--- src/rtl/pipe_ctrl_pkg.sv ---
// Shared types and stage indices for the pipeline stall/flush sequencer.
package pipe_ctrl_pkg;

   typedef enum logic [1:0] {
      RUN   = 2'd0,
      HOLD  = 2'd1,
      FLUSH = 2'd2
   } state_e;

   localparam int NSTG_DEF    = 5;
   localparam int STG_PC      = 0;
   localparam int STG_IF2ID   = 1;
   localparam int STG_ID2EXE  = 2;
   localparam int STG_EXE2MEM = 3;
   localparam int STG_MEM2WB  = 4;

endpackage

--- src/rtl/pipe_ctrl_stall_dec.sv ---
// Priority decoder: the deepest stalling stage holds every register up to it
// and pushes a bubble into the register immediately behind it.
module pipe_ctrl_stall_dec
   import pipe_ctrl_pkg::*;
#(
   parameter int NSTG = NSTG_DEF
) (
   input  logic            stallreq_id_i,
   input  logic            stallreq_exe_i,
   input  logic            stallreq_mem_i,
   output logic [NSTG-1:0] stall_o,
   output logic [NSTG-1:0] bubble_o
);

   // -1 means no register is held
   int deep;

   always_comb begin
      deep = -1;
      if (stallreq_mem_i)      deep = STG_EXE2MEM;
      else if (stallreq_exe_i) deep = STG_ID2EXE;
      else if (stallreq_id_i)  deep = STG_IF2ID;
   end

   genvar gi;
   generate
      for (gi = 0; gi < NSTG; gi++) begin : g_stg
         assign stall_o[gi]  = (gi <= deep);
         assign bubble_o[gi] = (deep >= 0) && (gi == deep + 1);
      end
   endgenerate

endmodule

--- src/rtl/pipe_ctrl.sv ---
// Stall/flush sequencer with redirect deferral behind MEM bus waits and a stall counter.
// Optional stall watchdog enabled by defining PIPE_CTRL_STALL_WDT_EN.
module pipe_ctrl
   import pipe_ctrl_pkg::*;
#(
   parameter int NSTG      = NSTG_DEF,
   parameter int CNT_W     = 32,
   parameter int WDT_LIMIT = 1024
) (
   input  logic             clk,
   input  logic             rst,
   input  logic             stallreq_id_i,
   input  logic             stallreq_exe_i,
   input  logic             stallreq_mem_i,
   input  logic             flush_req_i,
   input  logic [31:0]      flush_pc_i,
   output logic [NSTG-1:0]  stall_o,
   output logic [NSTG-1:0]  flush_o,
   output logic             new_pc_valid_o,
   output logic [31:0]      new_pc_o,
   output logic [CNT_W-1:0] stall_cnt_o,
   output logic             wdt_timeout_o
);

   state_e            state_q, state_d;
   logic [31:0]       pc_q, pc_d;
   logic [CNT_W-1:0]  stall_cnt_q, stall_cnt_d;
   logic [NSTG-1:0]   dec_stall, dec_bubble;

   pipe_ctrl_stall_dec #(.NSTG(NSTG)) u_dec (
      .stallreq_id_i  (stallreq_id_i),
      .stallreq_exe_i (stallreq_exe_i),
      .stallreq_mem_i (stallreq_mem_i),
      .stall_o        (dec_stall),
      .bubble_o       (dec_bubble)
   );

   // A redirect waits in HOLD while MEM is mid-transaction; later requests are dropped.
   always_comb begin
      state_d        = state_q;
      pc_d           = pc_q;
      stall_o        = dec_stall;
      flush_o        = dec_bubble;
      new_pc_valid_o = 1'b0;
      case (state_q)
         RUN: begin
            if (flush_req_i) begin
               pc_d    = flush_pc_i;
               state_d = stallreq_mem_i ? HOLD : FLUSH;
            end
         end
         HOLD: begin
            if (!stallreq_mem_i) state_d = FLUSH;
         end
         FLUSH: begin
            stall_o        = '0;
            flush_o        = '1;
            new_pc_valid_o = 1'b1;
            state_d        = RUN;
         end
         default: state_d = RUN;
      endcase
   end

   assign stall_cnt_d = stall_cnt_q + CNT_W'(stall_o[STG_PC]);
   assign new_pc_o    = pc_q;
   assign stall_cnt_o = stall_cnt_q;

   always_ff @(posedge clk or posedge rst) begin
      if (rst) begin
         state_q     <= RUN;
         pc_q        <= '0;
         stall_cnt_q <= '0;
      end else begin
         state_q     <= state_d;
         pc_q        <= pc_d;
         stall_cnt_q <= stall_cnt_d;
      end
   end

`ifdef PIPE_CTRL_STALL_WDT_EN
   localparam int WDT_W = $clog2(WDT_LIMIT + 1);

   logic [WDT_W-1:0] wdt_cnt_q, wdt_cnt_d;
   logic             wdt_q, wdt_d;

   // Run length saturates at the limit so a long stall cannot wrap it back below.
   always_comb begin
      wdt_cnt_d = '0;
      if (stall_o[STG_PC]) begin
         wdt_cnt_d = (wdt_cnt_q == WDT_W'(WDT_LIMIT)) ? wdt_cnt_q : wdt_cnt_q + 1'b1;
      end
      wdt_d = wdt_q | (wdt_cnt_d == WDT_W'(WDT_LIMIT));
   end

   always_ff @(posedge clk or posedge rst) begin
      if (rst) begin
         wdt_cnt_q <= '0;
         wdt_q     <= 1'b0;
      end else begin
         wdt_cnt_q <= wdt_cnt_d;
         wdt_q     <= wdt_d;
      end
   end

   assign wdt_timeout_o = wdt_q;
`else
   // Limit only matters when the watchdog is built; keep it referenced.
   if (WDT_LIMIT < 1) begin : g_wdt_limit_invalid
   end
   assign wdt_timeout_o = 1'b0;
`endif

endmodule

--- config.mk ---
export PLATFORM = sky130hd
export DESIGN_NAME = pipe_ctrl
export DESIGN_NICKNAME = d
export VERILOG_FILES = /design/src/rtl/pipe_ctrl_pkg.sv /design/src/rtl/pipe_ctrl_stall_dec.sv /design/src/rtl/pipe_ctrl.sv
export SDC_FILE = /design/constraint.sdc
export NUM_CORES = 1
export LEC_CHECK = 0
export BUFFER_PORTS_ARGS = -buffer_cell sky130_fd_sc_hd__buf_2
export CAP_MARGIN = 10
export CELL_PAD_IN_SITES_DETAIL_PLACEMENT = 1
export CELL_PAD_IN_SITES_GLOBAL_PLACEMENT = 1
export CORE_UTILIZATION = 40
export DETAILED_ROUTE_END_ITERATION = 16
export PLACE_DENSITY = 0.85
export SYNTH_ARGS = -nofsm -noshare
export SYNTH_HDL_FRONTEND = slang
export SYNTH_SLANG_ARGS = --single-unit
--- constraint.sdc ---
create_clock -name clk -period 3.5 [get_ports clk]
set_input_delay 0.525 -clock clk [delete_from_list [all_inputs] [get_ports clk]]
set_output_delay 0.525 -clock clk [all_outputs]
set_load 0.05 [all_outputs]
# == Yosys cells after proc, flatten, opt, wreduce, memory -nomap -nowiden ==
# Cells that the tools add are included.
# word_totals
register_bits,66
out_inout_bits,76
# op_classes
reduce_logical,9
eq_ne,8
muxes,10
add_sub_neg,2
magnitude_cmp,6
# op_table
operator,n
$mux W32,3
$eq A3 B32 Y1 const A,2
$le A3 B32 Y1 const A,2
$add A32 B1 Y32,1
$add A32 B2 Y32 const B,1
$eq A2 B32 Y1 const A,1
$eq A4 B32 Y1 const A,1
$ge A32 B1 Y1 const B,1
$le A1 B32 Y1 const A,1
$le A2 B32 Y1 const A,1
$le A4 B32 Y1 const A,1
$logic_not A32 Y1,1
$mux W5,2
$mux W2,3
$logic_and A1 B1 Y1,5
$ne A2 B2 Y1 const B,2
$pmux W2 S2,1
$reduce_and A2 Y1,2
$eq A2 B1 Y1 const B,1
$eq A2 B2 Y1 const B,1
$logic_not A2 Y1,1
$mux W1,1

# == Depth between registers and ports, before layout ==
# logic_depth
depth_word,7
ltp_mapped,9

# == Cells and area by module ==
# From an unflattened synthesis, not the netlist that was laid out.
# hier_totals
hier_cells,235
area_unflattened_um2,2979.1
# by_module_without_submodules
module,area_per_inst_um2,cells_each,n_inst
pipe_ctrl,2807.7,213,1
pipe_ctrl_stall_dec,171.4,22,1

# == Worst setup path before layout ==
# No wires, ideal clock.
# synth_path
path_kind,reg2reg
start,register state_q[1]
end,"register stall_cnt_q[18], in the netlist stall_cnt_o[18]"
n_path_buf,1
setup_time_ns,0.141
path_stages_with_launch,10
t_arrival_ns,3.156
setup_slack_ns,0.203
required_time_ns,3.359
synth_period_minus_slack_ns,3.297
path_cell_list,dfrtp_1 nor2b_1 clkbuf_1 nor2_1 ha_1 ha_1 nand3_1 nor4_4 nand4_1 xnor2_1
# synth_via
elab_chain_len,3
# synth_rtl
element,line_no,text
"start, declared",pipe_ctrl.sv:25,"state_e state_q, state_d;"
"start signal, assigned",pipe_ctrl.sv:75,state_q <= state_d;
$eq A2 B2 Y1,pipe_ctrl.sv:45,case (state_q)
$mux W5,pipe_ctrl.sv:45,
named net stall_o[0],pipe_ctrl.sv:17,"output logic [NSTG-1:0] stall_o,"
$add A32 B1 Y32,pipe_ctrl.sv:65,assign stall_cnt_d = stall_cnt_q + CNT_W'(stall_o[STG_PC]);
named net stall_cnt_d[18],pipe_ctrl.sv:27,"logic [CNT_W-1:0] stall_cnt_q, stall_cnt_d;"
"end signal, assigned",pipe_ctrl.sv:77,stall_cnt_q <= stall_cnt_d;
"end, declared",pipe_ctrl.sv:27,
# The timed path passes the listed nets, and every way through them passes these cells.
# A chain may end at the register's enable or synchronous reset.

# == Worst setup path after layout ==
# layout_path
start,input port stallreq_id_i
end,output port flush_o[4]
# layout_via
elab_chain_len,7
# layout_rtl
element,line_no,text
"start, declared",pipe_ctrl.sv:12,"input logic stallreq_id_i,"
$mux W32 *,pipe_ctrl_stall_dec.sv:22,else if (stallreq_id_i) deep = STG_IF2ID;
$mux W32 *,pipe_ctrl_stall_dec.sv:21,else if (stallreq_exe_i) deep = STG_ID2EXE;
$mux W32 *,pipe_ctrl_stall_dec.sv:20,if (stallreq_mem_i) deep = STG_EXE2MEM;
$add A32 B2 Y32,pipe_ctrl_stall_dec.sv:29,assign bubble_o[gi] = (deep >= 0) && (gi == deep + 1);
$eq A4 B32 Y1,pipe_ctrl_stall_dec.sv:29,
$logic_and A1 B1 Y1 *,pipe_ctrl_stall_dec.sv:29,
$mux W5 *,pipe_ctrl.sv:45,
"end, declared",pipe_ctrl.sv:18,"output logic [NSTG-1:0] flush_o,"
# Every way passes the cells marked *; elsewhere a longest branch is shown, timed or not.

==> run metrics <==
Chip Height 86.29 um; WL per Instance 15.54 um; global route overflow 0; Post-Syn Area 0.002841 mm^2; outcome finished clean; core area 0.006832 mm^2; P_int 1.450 mW; Cell Pwr Density 662.2 mW/mm^2; Reg2Reg Setup Slack 0.92 ns; cells after synthesis 215; final net count 375; Post-Layout Cell Count 431; clk_skew 0.005605 ns; Hold Vio Cnt, Final 0; type of origin of the critical path input port; Final GP Congestion 0.8602; Root Buffer clkbuf_8; CTS tree yes; data arrival time of the critical path 2.29 ns; Clock Pin Slew Worst Setup and Hold Paths 0.07 ns; placed inst area 0.003496 mm^2; Netlist cell types 29; Starting Density 41.59%; Worst Tran Pin Value 0.9008 ns; Comb pwr share 33.9%; gr usage total 19.00%; share of power burned in registers 40.3%; Worst EP required 2.97 ns; reg2reg end stall_cnt_o[22]$_DFF_PP0_; Antenna diodes 0; post-CTS setup buffers 0; P_sw 0.9919 mW; Tmin final 2.813 ns; Max Slew Vio Count 0; Ports 114; estimated wirelength of the detail-placed design 5.080 mm; setup violators final 0; Fin Setup TNS 0 ns; CTS sink count 66; largest net degree at the start of global routing 45; post-CTS sizing 0; Yosys reg bits 66; commonest non-fill, non-tap cells in the layout buf_2, dfrtp_1, mux2_2; DRC Markers 0; R2R depth 8; P&R area growth vs syn 29.77%; Worst setup EP type output port; H-tree depth 3; Rows 30; number of global-route vias before repair 2178; RSZ-0062 raised after global routing no; worst vdd ir 0.0005698 V; Clk Latency, worst-skew pair 0.34 ns; final wirelength 6.697 mm; Rel. slew slack 39.86%; LEAKAGE 1.870 nW; clock network fraction of total power 25.8%; CTS buffer count 9; Iteration-0 DRC Markers 57; sequential element share of the synthesized area 58.12%; worst r2r src state_q[1]$_DFFE_PP0P_; crit path max fanout 6; Mean Syn Cell Area 13.22 um^2; PortBufs 111; layout cells sized above 1 49.85%; switch share 40.62%; commonest non-fill, non-tap cell in the layout buf_2; # placed instances 417; die area 0.007445 mm^2; post-route cell area 0.003687 mm^2; Pre-Repair DR Iteration Count 4; initial antenna violation count 0; period utilization 80.37%; cts-stage hold buffer count 0; CP Class in -> out; first-pass GRT wire length 10.72 mm; Die Wd 86.29 um; highest clock rate 0.3555 GHz; Max Cap Violations 0; Hold WC Path Type in -> async; Yosys warnings 0; Via density 4.810; clk buf depth 2; ANT nets after route 0; routed vias 2073
==> metal layers <==
layer  wire length, um  global-route usage [%]  part of all wire [%]
met3               285                   3.524                   4.3
met1              2741                   22.07                    41
met5                 0                       0                     0
met4                84                   8.182                   1.3
met2              3586                   34.27                    54
==> through the flow <==
stage | hold WS [ns] | power [mW] | utilization, % | setup WS, ns
floorplan | 0.5608 | 1.623 | - | 0.2034
global placement | 0.4579 | 1.805 | 51.17 | 0.7663
detailed placement | 0.4660 | 1.838 | 51.17 | 0.6655
CTS | 0.3975 | 2.472 | 53.97 | 0.6537
global route | 0.4049 | 2.553 | 53.97 | 0.4471
finish | 0.3849 | 2.442 | 53.97 | 0.6869
==> area by class of cell <==
type | count | area [um^2]
flip-flops and latches | 66 | 1652
clock inverters | 3 | 40.04
repair buffers | 113 | 570.5
multi-input cells | 135 | 1127
fillers | 778 | 3144
clock buffers | 11 | 151.4
well taps | 96 | 120.1
inverters | 7 | 26.28
==> sequential cells by signal, summed over array words and instances, names as in the netlist <==
name	cells
new_pc_o	32
stall_cnt_o	32
state_q	2
==> synthesized netlist by cell type, drive strengths merged <==
library cell | number | area share [%]
clkbuf | 1 | 0.13
nand4b | 2 | 0.62
mux2 | 32 | 13
o21bai | 1 | 0.26
buf | 7 | 1.5
and3 | 4 | 0.88
nor3b | 2 | 0.70
nand4 | 10 | 2.7
a21o | 1 | 0.26
nor2 | 13 | 1.7
nor2b | 3 | 0.66
inv | 7 | 0.92
nor4 | 2 | 1.5
nand2 | 9 | 1.2
a31o | 1 | 0.31
xnor2 | 23 | 7.1
conb | 1 | 0.13
xor2 | 7 | 2.2
a41o | 1 | 0.35
and4 | 2 | 0.62
nand3 | 12 | 2.7
nor3 | 3 | 0.53
ha | 5 | 2.2
dfrtp | 66 | 58
==> logic make-up (layout without fill, tap and decap cells) <==
family | Yosys count | count (layout) | share of synthesized area, %
buffers and inverters | 15 | 134 | 2.554
multiplexers | 32 | 32 | 12.68
AO/OA/AOI/OAI | 4 | 4 | 1.189
adder cells (fa/ha/maj) | 5 | 5 | 2.202
AND/OR/NAND/NOR | 62 | 62 | 13.87
other | 1 | 2 | 0.1320
XOR/XNOR | 30 | 30 | 9.247
flip-flops | 66 | 66 | 58.12
==> power by group through the flow <==
stage / registers (mW) / logic, mW / clock network, mW
floorplan: 1.39 / 0.229 / 0
detailed placement: 1.00 / 0.839 / 0
finish: 0.985 / 0.827 / 0.629
global route: 1.00 / 0.869 / 0.682
CTS: 0.987 / 0.838 / 0.647
global placement: 0.991 / 0.813 / 0
==> worst max-delay path by stage <==
stage                     slack (ns)              startpoint  cells past startpoint                         to
after detailed placement        0.67           stallreq_id_i                      7                 flush_o[2]
final                           0.69           stallreq_id_i                      7                 flush_o[4]
after CTS                       0.65           stallreq_id_i                      7                 flush_o[2]
after global routing            0.45           stallreq_id_i                      7                 flush_o[2]
after global placement          0.77           stallreq_id_i                      7                 flush_o[2]
after floorplan                 0.20  state_q[1]$_DFFE_PP0P_                      9  stall_cnt_o[18]$_DFF_PP0_
==> worst max-delay path, stage by stage <==
cell and delay (ns):
buf_2 0.11, nor3_1 0.49, inv_1 0.11, ha_1 0.29, nor3b_1 0.29, a31o_2 0.21, buf_2 0.26
Power figures use the tool's default switching activity.
